--- src/rtl/crop_sched_pkg.sv ---
// Shared types and helpers for the crop/normalise frame scheduler.
package crop_sched_pkg;

    // Scheduler states: wait for go, hold ap_start, count the frame, wait for ap_done
    typedef enum logic [1:0] {
        IDLE  = 2'd0,
        ARM   = 2'd1,
        RUN   = 2'd2,
        DRAIN = 2'd3
    } state_t;

    // Coordinate widths for the default 1024x1024 frame
    localparam int COL_W = $clog2(1024);
    localparam int ROW_W = $clog2(1024);

    // Width of a counter spanning 0..n-1, never narrower than one bit
    function automatic int coord_w(input int n);
        return (n > 1) ? $clog2(n) : 1;
    endfunction

    // Limit a requested coordinate so the crop box stays inside the frame
    function automatic logic [31:0] clamp_coord(input logic [31:0] req, input logic [31:0] lim);
        return (req > lim) ? lim : req;
    endfunction

endpackage

--- src/rtl/crop_frame_sched_pos.sv ---
// Beat-driven raster position counter (column then row) with a last-pixel flag.
module frame_pos_counter
    import crop_sched_pkg::*;
#(
    parameter  int COLS = 1024,
    parameter  int ROWS = 1024,
    localparam int CW   = coord_w(COLS),
    localparam int RW   = coord_w(ROWS)
) (
    input  logic          clk,
    input  logic          srst,
    input  logic          clear_i,
    input  logic          adv_i,
    output logic [CW-1:0] col_o,
    output logic [RW-1:0] row_o,
    output logic          last_o
);

    logic [CW-1:0] col_q;
    logic [RW-1:0] row_q;
    logic          colLast;
    logic          rowLast;

    assign colLast = (col_q == CW'(COLS - 1));
    assign rowLast = (row_q == RW'(ROWS - 1));

    // Step the raster position on each accepted beat, wrapping at the line and frame ends
    always_ff @(posedge clk) begin
        if (srst || clear_i) begin
            col_q <= '0;
            row_q <= '0;
        end else if (adv_i) begin
            if (colLast) begin
                col_q <= '0;
                row_q <= rowLast ? '0 : row_q + RW'(1);
            end else begin
                col_q <= col_q + CW'(1);
            end
        end
    end

    assign col_o  = col_q;
    assign row_o  = row_q;
    assign last_o = colLast && rowLast;

endmodule

--- src/rtl/crop_frame_sched.sv ---
// Per-frame scheduler for crop_norm: arms ap_start, latches the crop box at frame
// boundaries, tracks raster position and watches for ap_done with a timeout.
module crop_frame_sched
    import crop_sched_pkg::*;
#(
    parameter  int IN_ROWS      = 1024,
    parameter  int IN_COLS      = 1024,
    parameter  int OUT_ROWS     = 64,
    parameter  int OUT_COLS     = 64,
    parameter  int DONE_TIMEOUT = 4096,
    localparam int XW           = coord_w(IN_COLS),
    localparam int YW           = coord_w(IN_ROWS)
) (
    input  logic          clk,
    input  logic          srst,
    input  logic          enable,
    input  logic [XW-1:0] cfg_x0,
    input  logic [YW-1:0] cfg_y0,
    input  logic          cfg_valid,
    input  logic          seq_ap_idle,
    input  logic          pix_tvalid,
    input  logic          pix_tready,
    input  logic          cn_ap_ready,
    input  logic          cn_ap_done,
    output logic          cn_ap_start,
    output logic [XW-1:0] crop_x0,
    output logic [YW-1:0] crop_y0,
    output logic [XW-1:0] cnt_col,
    output logic [YW-1:0] cnt_row,
    output logic          frame_active,
    output logic [15:0]   frame_count,
    output logic          err_clamped,
    output logic          err_overrun,
    output logic          err_timeout
);

    localparam int          WDW   = coord_w(DONE_TIMEOUT);
    localparam logic [31:0] X_LIM = 32'(IN_COLS - OUT_COLS);
    localparam logic [31:0] Y_LIM = 32'(IN_ROWS - OUT_ROWS);

    state_t         state_q;
    logic           start_q;
    logic           active_q;
    logic [XW-1:0]  pendX0_q;
    logic [YW-1:0]  pendY0_q;
    logic [XW-1:0]  cropX0_q;
    logic [YW-1:0]  cropY0_q;
    logic [15:0]    frameCount_q;
    logic [WDW-1:0] wd_q;
    logic           errClamped_q;
    logic           errOverrun_q;
    logic           errTimeout_q;

    logic           beat;
    logic           posAdv;
    logic           posLast;
    logic           wdExpire;

    assign beat     = pix_tvalid && pix_tready;
    assign posAdv   = beat && (state_q == RUN);
    assign wdExpire = (state_q == DRAIN) && !cn_ap_done && (wd_q == WDW'(DONE_TIMEOUT - 1));

    frame_pos_counter #(
        .COLS (IN_COLS),
        .ROWS (IN_ROWS)
    ) u_pos (
        .clk     (clk),
        .srst    (srst),
        .clear_i (wdExpire),
        .adv_i   (posAdv),
        .col_o   (cnt_col),
        .row_o   (cnt_row),
        .last_o  (posLast)
    );

    // Capture and clamp a requested crop origin into the pending registers
    always_ff @(posedge clk) begin
        if (srst) begin
            pendX0_q     <= '0;
            pendY0_q     <= '0;
            errClamped_q <= 1'b0;
        end else if (cfg_valid) begin
            pendX0_q <= XW'(clamp_coord(32'(cfg_x0), X_LIM));
            pendY0_q <= YW'(clamp_coord(32'(cfg_y0), Y_LIM));
            if ((32'(cfg_x0) > X_LIM) || (32'(cfg_y0) > Y_LIM)) begin
                errClamped_q <= 1'b1;
            end
        end
    end

    // Flag any beat the datapath accepts while no frame is being counted
    always_ff @(posedge clk) begin
        if (srst) begin
            errOverrun_q <= 1'b0;
        end else if (beat && (state_q != RUN)) begin
            errOverrun_q <= 1'b1;
        end
    end

    // Frame sequencing: start handshake, crop latch, drain watchdog and frame counting
    always_ff @(posedge clk) begin
        if (srst) begin
            state_q      <= IDLE;
            start_q      <= 1'b0;
            active_q     <= 1'b0;
            cropX0_q     <= '0;
            cropY0_q     <= '0;
            frameCount_q <= '0;
            wd_q         <= '0;
            errTimeout_q <= 1'b0;
        end else begin
            case (state_q)
                IDLE: begin
                    if (enable && seq_ap_idle) begin
                        state_q <= ARM;
                        start_q <= 1'b1;
                    end
                end
                ARM: begin
                    if (cn_ap_ready) begin
                        cropX0_q <= pendX0_q;
                        cropY0_q <= pendY0_q;
                        start_q  <= 1'b0;
                        active_q <= 1'b1;
                        state_q  <= RUN;
                    end
                end
                RUN: begin
                    wd_q <= '0;
                    if (beat && posLast) begin
                        state_q <= DRAIN;
                    end
                end
                DRAIN: begin
                    if (cn_ap_done) begin
                        frameCount_q <= frameCount_q + 16'd1;
                        wd_q         <= '0;
                        active_q     <= 1'b0;
                        if (enable) begin
                            state_q <= ARM;
                            start_q <= 1'b1;
                        end else begin
                            state_q <= IDLE;
                        end
                    end else if (wdExpire) begin
                        errTimeout_q <= 1'b1;
                        wd_q         <= '0;
                        active_q     <= 1'b0;
                        state_q      <= IDLE;
                    end else begin
                        wd_q <= wd_q + WDW'(1);
                    end
                end
                default: begin
                    state_q  <= IDLE;
                    start_q  <= 1'b0;
                    active_q <= 1'b0;
                end
            endcase
        end
    end

    assign cn_ap_start  = start_q;
    assign crop_x0      = cropX0_q;
    assign crop_y0      = cropY0_q;
    assign frame_active = active_q;
    assign frame_count  = frameCount_q;
    assign err_clamped  = errClamped_q;
    assign err_overrun  = errOverrun_q;
    assign err_timeout  = errTimeout_q;

endmodule

--- config.mk ---
export PLATFORM = sky130hd
export DESIGN_NAME = crop_frame_sched
export DESIGN_NICKNAME = d
export VERILOG_FILES = /design/src/rtl/crop_sched_pkg.sv /design/src/rtl/crop_frame_sched_pos.sv /design/src/rtl/crop_frame_sched.sv
export SDC_FILE = /design/constraint.sdc
export NUM_CORES = 1
export LEC_CHECK = 0
export ABC_AREA = 1
export CORE_AREA = 4 4 97 99
export CTS_CLUSTER_DIAMETER = 50
export CTS_CLUSTER_SIZE = 28
export DETAILED_ROUTE_END_ITERATION = 8
export DIE_AREA = 0 0 101 103
export PLACE_DENSITY_LB_ADDON = 0.2
export SETUP_SLACK_MARGIN = 0.05
export SLEW_MARGIN = 10
export SYNTH_ARGS = -nofsm -noshare
export SYNTH_HDL_FRONTEND = slang
export SYNTH_SLANG_ARGS = --single-unit
--- constraint.sdc ---
create_clock -name clk -period 2.15 [get_ports clk]
set_input_delay 0.215 -clock clk [delete_from_list [all_inputs] [get_ports clk]]
set_output_delay 0.215 -clock clk [all_outputs]
set_load 0.01 [all_outputs]
==> metrics.md, run 1 <==
| Metric | Value |
|---|---|
| Sequential power share | `0.500` |
| Core area | `8550 um^2` |
| Total routed wirelength | `10,200 um` |
| Maximum Capacitance Violations | `0` |
| Worst reg-to-reg path cell count | `9` |
| Largest fanout on the critical path | `7` |
| Post-CTS Resized | `0` |
| First-pass GRT wire length | `17,000 um` |
| Pin count of the biggest net entering global routing | `28` |
| Synth Flop Type | `dfxtp_1` |
| Post-synth cell types | `36` |
| Skew-Pair Late Insertion Delay | `360 ps` |
| Top cell by count, worst path | `inv_1` |
| Port Buffers | `89` |
| Post-route total power | `0.00404 W` |
| Hold WC Path Type | `input port to flop` |
| CTS Hold Bufs | `0` |
| Placed cell areas | `5300 um^2` |
| Final Setup Violations | `0` |
| CTS buffer count | `9` |
| Layout cell share with drive strength beyond 1 | `0.0815` |
| Startpoint types | `flop` |
| GP Congestion | `0.881` |
| Gr usage total | `0.203` |
| Switching power | `0.00122 W` |
| Final Core Density | `0.642` |
| Vias in the first global route | `3,839` |
| H-tree lvl count | `3` |
| Post-Syn Nets | `626` |
| Hold Crit Depth | `3` |
| Crit end category | `flop` |
| Ys async rst share | `0` |
| Nets@finish | `720` |
| CTS clock-pin slew for the worst setup and hold paths | `90 ps` |
| Worst ir drop on vdd | `0.540 mV` |
| Internal power | `0.00282 W` |
| CP Data Arrival Time | `2120 ps` |
| Clock tree buffer depth | `2` |
| Worst-margin pin slew | `432 ps` |
| Synth Register Bits | `95` |
| Clock power frac | `0.274` |
| Combinational Power Share | `0.226` |
| Initial antenna violation count | `0` |
| CTS root buf | `clkbuf_8` |
| LEAKAGE | `2.11 nW` |
| Cell area after layout | `5490 um^2` |
| Grt ovf | `0` |
| Total setup buffers inserted after CTS | `0` |
| CP required | `2390 ps` |
| Post-DP HPWL | `7630 um` |
| Vias | `4,026` |
| Cell area after synthesis | `4270 um^2` |
| Post-synth EDFFs | `0` |
| Antenna Nets Post-Route | `0` |
| Initial DRC count | `180` |
| CP Cell Sequence | `inv_1 > ha_1 > inv_1 > nor2_4 > inv_2 > nor2_2 > inv_1 > nand2_1 > a21oi_1` |
| Max Fclk | `532 MHz` |
| Register area share after synthesis | `0.445` |
| Initial Util | `0.499` |
| Slowest stage delay, CP | `350 ps` |
| Final worst path period share | `0.874` |
| ANT cells | `0` |
| Outcome | `finished, final reports clean` |
| Synth Instances | `588` |
| I/O pin count | `90` |
| Layout Area Growth over Synthesis | `28.5%` |
| Row cnt | `34` |
| Die Ht | `103 um` |
| Relative slew slack | `0.710` |
| Ys Warns | `0` |
| Worst Clk Skew | `10.4 ps` |
| WS Path Type | `flop to flop` |
| RSZ-0062 raised after global routing | `no` |
| CTS Sinks | `95` |
| Syn avg cell area | `7.26 um^2` |
| Final hold violation count | `0` |
| Sum Neg Setup Slack | `0 ps` |
| CTS tree | `built` |
| Tmin final | `1880 ps` |
| Drc violations | `0` |
| Drt pass-1 iters | `7` |
| Pins Over Slew Limit | `0` |
| Switching share of power | `0.302` |
| Pwr/cell area | `735 nW/um^2` |
| Routed WL per cell | `12.8 um` |
| Slowest stage cell, crit path | `dfxtp_1` |
| Via density | `5.06` |
| Total die area | `10,400 um^2` |
| R2r setup slk | `270 ps` |
| Die width | `101 um` |
-- layout by cell type, fill, tap and decap left out, types with 2 or more instances in the layout --
cell,synthesis,layout
nand3_2,2,2
buf_4,1,8
nand4_1,13,13
nand2_4,2,2
nor3_4,2,2
nor3_1,9,9
a31o_2,2,2
xnor2_1,3,3
dfxtp_1,95,95
xor2_1,9,9
a21oi_1,41,41
nand2_2,4,4
nand3_1,20,20
o21ai_0,48,48
clkbuf_8,0,11
ha_1,9,9
inv_2,5,5
nand4_2,2,2
clkdlybuf4s50_1,0,89
nand2_1,112,112
inv_1,41,41
clkinv_4,0,2
o21a_1,2,2
nor2_1,129,128
nor4_1,2,2
nor2_2,5,6
a211oi_1,4,4
nor2_4,4,4
clkinv_2,1,2
-- cell usage after synthesis, types with 2 or more instances --
cell type,instances,area [um^2]
nand4_1,13,81.3
clkbuf_1,12,45.0
nand2_1,112,420
nor4_1,2,12.5
nor2_1,129,484
nor3_1,9,45.0
a211oi_1,4,30.0
nand3_1,20,100
nor2_4,4,45.0
xor2_1,9,78.8
a31o_2,2,17.5
nand2_2,4,25.0
ha_1,9,113
nor3_4,2,32.5
nand2_4,2,22.5
a21oi_1,41,205
nand3_2,2,20.0
nor2_2,5,31.3
o21ai_0,48,240
nand4_2,2,25.0
dfxtp_1,95,1900
inv_2,5,18.8
inv_1,41,154
o21a_1,2,15.0
xnor2_1,3,26.3
-- layout make-up --
cell class | count | area (um^2)
clock buffer | 12 | 155
inverter | 47 | 178
sequential | 95 | 1900
tap | 108 | 135
multi-input combinational | 432 | 2140
timing repair buffer | 97 | 951
fill | 780 | 3060
clock inverter | 4 | 30.0
-- sequential cells by signal, indices dropped and copies added, names as in the netlist, 2 cells and up --
| register | count |
|---|---|
| wd_q | 12 |
| pendX0_q | 10 |
| crop_y0 | 10 |
| state_q | 2 |
| crop_x0 | 10 |
| pendY0_q | 10 |
| frame_count | 16 |
| u_pos.col_o | 10 |
| u_pos.row_o | 10 |
-- worst max-delay path, delay by kind of cell (launching register included) --
kind / cells / cell delay, ps
buffers and inverters: 4 / 520
adders and majority gates: 1 / 260
and+or+nand+nor: 3 / 570
AOI/OAI and AO/OA: 1 / 70
DFF: 1 / 350
-- cells by family (layout without fill, tap and decap cells) --
| kind of cell | count (synthesis) | after routing | share of synthesized area |
|---|---|---|---|
| simple gates | 309 | 309 | 0.321 |
| compound gates | 102 | 102 | 0.128 |
| flops | 95 | 95 | 0.445 |
| buf+inv | 61 | 160 | 0.0548 |
| xor+xnor | 12 | 12 | 0.0246 |
| fa+ha+maj | 9 | 9 | 0.0264 |
-- power groups by stage --
stage / registers, W / clock network, W / logic (W)
floorplan: 0.00208 / 0 / 0.000483
global placement: 0.00205 / 0 / 0.000887
detailed placement: 0.00205 / 0 / 0.000915
CTS: 0.00202 / 0.00113 / 0.000922
global route: 0.00204 / 0.00120 / 0.00104
finish: 0.00202 / 0.00111 / 0.000912
-- per-layer routing --
| metal | routed length (um) | global-route usage |
|---|---|---|
| met5 | 0 | 0 |
| met4 | 171 | 0.0767 |
| met3 | 577 | 0.0399 |
| met2 | 4790 | 0.344 |
| met1 | 4620 | 0.256 |
-- final timing paths --
path | start | to
worst max-delay path | state_q[0] | u_pos.row_o[9]
worst min-delay path | cfg_x0[0] | pendX0_q[0]
worst max register to register | state_q[0] | u_pos.row_o[9]
worst min register to register | wd_q[8] | wd_q[8]
-- through the flow --
stage	worst slack [ps]	hold slack, ps	std cells
2_1_floorplan	567	350	588
3_3_place_gp	356	450	779
3_5_place_dp	279	456	779
4_1_cts	265	415	795
5_1_grt	81.8	443	795
6_report	271	426	795
(Power assumes the default switching activity.)
==> inputs of run 2 (changes only) <==
--- a/config.mk
+++ b/config.mk
@@ -11,7 +11,7 @@
 export CTS_CLUSTER_SIZE = 28
 export DETAILED_ROUTE_END_ITERATION = 8
 export DIE_AREA = 0 0 101 103
-export PLACE_DENSITY_LB_ADDON = 0.2
+export PLACE_DENSITY = 0.78
 export SETUP_SLACK_MARGIN = 0.05
 export SLEW_MARGIN = 10
 export SYNTH_ARGS = -nofsm -noshare
==> metrics.md, run 2 (same netlist as run 1, synthesis figures left out) <==
| Metric | Value |
|---|---|
| Layout Area Growth over Synthesis | `28.8%` |
| Clock power frac | `0.272 (-0.002)` |
| Antenna Nets Post-Route | `0 (unchanged)` |
| Worst Clk Skew | `9.55 ps (-0.813 ps)` |
| R2r setup slk | `250 ps (-20 ps)` |
| GP Congestion | `0.849 (-3.7%)` |
| Via density | `5.13 (+1.4%)` |
| RSZ-0062 raised after global routing | `yes` |
| Max FFs per register | `16 (unchanged)` |
| H-tree lvl count | `3 (unchanged)` |
| Vias | `4,086 (+1.5%)` |
| Sequential power share | `0.498 (-0.002)` |
| Hold path endpoint | `pendX0_q[5]` |
| Tmin final | `1900 ps (+21.8 ps)` |
| Routed WL per cell | `12.9 um (+1.1%)` |
| Layout cell share with drive strength beyond 1 | `0.0828 (+0.00134)` |
| Reg-to-reg startpoint | `state_q[0]` |
| Critical R2R Capture | `wd_q[7]` |
| Final worst path period share | `0.884 (+0.0102)` |
| Grt ovf | `0 (unchanged)` |
| Final hold violation count | `0 (unchanged)` |
| Combinational Power Share | `0.229 (+0.003)` |
| CTS Hold Bufs | `0 (unchanged)` |
| Worst reg-to-reg path cell count | `9 (unchanged)` |
| Worst ir drop on vdd | `0.501 mV (-7.2%)` |
| Post-CTS Resized | `0 (unchanged)` |
| Final worst slack | `249 ps (-21.8 ps)` |
| LEAKAGE | `2.11 nW (+0.18%)` |
| Switching share of power | `0.316 (+0.0142)` |
| Top cell by count, worst path | `inv_2` |
| Outcome | `finished, final reports clean` |
| Slowest stage cell, crit path | `nor2_1` |
| Final Setup Violations | `0 (unchanged)` |
| Most frequent cells in the layout | `nor2_1 (129), nand2_1 (112), dfxtp_1 (95), clkdlybuf4s50_1 (89), o21ai_0 (48)` |
| Sum Neg Setup Slack | `0 ps (unchanged)` |
| CTS root buf | `clkbuf_8` |
| Pins Over Slew Limit | `0 (unchanged)` |
| Drc violations | `0 (unchanged)` |
| Hold wc startpoint | `cfg_x0[5]` |
| Crit end category | `flop` |
| Worst-margin pin slew | `497 ps (+65.0 ps)` |
| Hold WC Path Type | `input port to flop` |
| Initial antenna violation count | `0 (unchanged)` |
| Switching power | `0.00128 W (+5.1%)` |
| Port Buffers | `89 (unchanged)` |
| Max Fclk | `526 MHz (-1.1%)` |
| Pin count of the biggest net entering global routing | `55 (+96%)` |
| Relative slew slack | `0.668 (-0.0421)` |
| Vias in the first global route | `3,982 (+3.7%)` |
| CP Cell Sequence | `inv_1 > ha_1 > nor2_1 > inv_2 > nand2_1 > nand2_2 > inv_2 > o21ai_1 > a21oi_1` |
| Pwr/cell area | `736 nW/um^2 (+0.14%)` |
| CTS buffer count | `9 (unchanged)` |
| Die width | `101 um (unchanged)` |
| Core area | `8550 um^2 (unchanged)` |
| CTS tree | `built` |
| Clock tree buffer depth | `2 (unchanged)` |
| Maximum Capacitance Violations | `0 (unchanged)` |
| Total routed wirelength | `10,300 um (+1.3%)` |
| Hold Crit Depth | `3 (unchanged)` |
| CTS clock-pin slew for the worst setup and hold paths | `100 ps (about the same)` |
| Row cnt | `34 (unchanged)` |
| Post-DP HPWL | `7770 um (+1.9%)` |
| First-pass GRT wire length | `17,500 um (+2.6%)` |
| Total die area | `10,400 um^2 (unchanged)` |
| Gr usage total | `0.206 (+0.00364)` |
| Drt pass-1 iters | `5 (-2)` |
| Initial Util | `0.499 (unchanged)` |
| Total setup buffers inserted after CTS | `0 (unchanged)` |
| I/O pin count | `90 (unchanged)` |
| CP required | `2450 ps (+60 ps)` |
| Slowest stage delay, CP | `400 ps (+50 ps)` |
| Initial DRC count | `153 (-15%)` |
| Internal power | `0.00277 W (-1.6%)` |
| Pre-CTS WS | `261 ps (-18.6 ps)` |
| Largest fanout on the critical path | `9 (+2)` |
| Nets@finish | `721 (+0.14%)` |
| WS Path Type | `flop to flop` |
| CTS Sinks | `95 (unchanged)` |
| Filler cells | `753 (-3.5%)` |
| Die Ht | `103 um (unchanged)` |
| Skew-Pair Late Insertion Delay | `360 ps (about the same)` |
| ANT cells | `0 (unchanged)` |
| CP Data Arrival Time | `2200 ps (+80 ps)` |
| Commonest non-fill, non-tap cell in the layout | `nor2_1` |
| Startpoint types | `flop` |
[run 2: critical path: cells and delay by family (launching register included)]
kind                       cells  cell delay, ps
and+or+nand+nor                3             630
DFF                            1             390
buffers and inverters          3             370
adders and majority gates      1             260
AOI/OAI and AO/OA              2             170
[run 2: worst max path at each step]
| stage | from | endpoint | slack (ps) | cells after the start |
|---|---|---|---|---|
| floorplan | state_q[0] | wd_q[7] | 570 | 9 |
| global placement | cn_ap_done | frame_count[13] | 350 | 11 |
| detailed placement | state_q[0] | wd_q[7] | 260 | 9 |
| CTS | state_q[0] | wd_q[7] | 230 | 9 |
| global route | state_q[0] | wd_q[7] | 40 | 9 |
| finish | state_q[0] | wd_q[7] | 250 | 9 |
[run 2: stage by stage]
step | power [W] | hold WS, ps | instance area, um^2 | utilization | instances
5_1_grt | 0.00429 | 439 | 5500 | 0.643 | 796
2_1_floorplan | 0.00257 | 350 | 4270 | - | 588
3_5_place_dp | 0.00298 | 455 | 5320 | 0.622 | 780
3_3_place_gp | 0.00294 | 448 | 5320 | 0.622 | 780
6_report | 0.00405 | 425 | 5500 | 0.643 | 796
4_1_cts | 0.00409 | 418 | 5500 | 0.643 | 796
[run 2: cell type report]
| type | instances | area [um^2] | share of cell area |
|---|---|---|---|
| Sequential cell | 95 | 1900 | 0.346 |
| Inverter | 47 | 178 | 0.0323 |
| Clock inverter | 7 | 57.6 | 0.0105 |
| Timing Repair Buffer | 98 | 971 | 0.176 |
| Tap cell | 108 | 135 | 0.0246 |
| Multi-Input combinational cell | 432 | 2130 | 0.388 |
| Clock buffer | 9 | 124 | 0.0225 |
[run 2: layer usage]
| layer | up-vias | track usage | wire length (um) |
|---|---|---|---|
| li1 | 2103 | - | - |
| met1 | 1879 | 0.258 | 4590 |
| met2 | 89 | 0.355 | 4920 |
| met3 | 15 | 0.0453 | 584 |
| met4 | 0 | 0.0685 | 187 |
| met5 | - | 0 | 0 |
[run 2: power by group through the flow]
stage | logic [W] | clock network, W | registers (W)
floorplan | 0.000483 | 0 | 0.00208
global placement | 0.000893 | 0 | 0.00205
detailed placement | 0.000926 | 0 | 0.00206
CTS | 0.000939 | 0.00113 | 0.00202
global route | 0.00106 | 0.00119 | 0.00204
finish | 0.000930 | 0.00110 | 0.00202
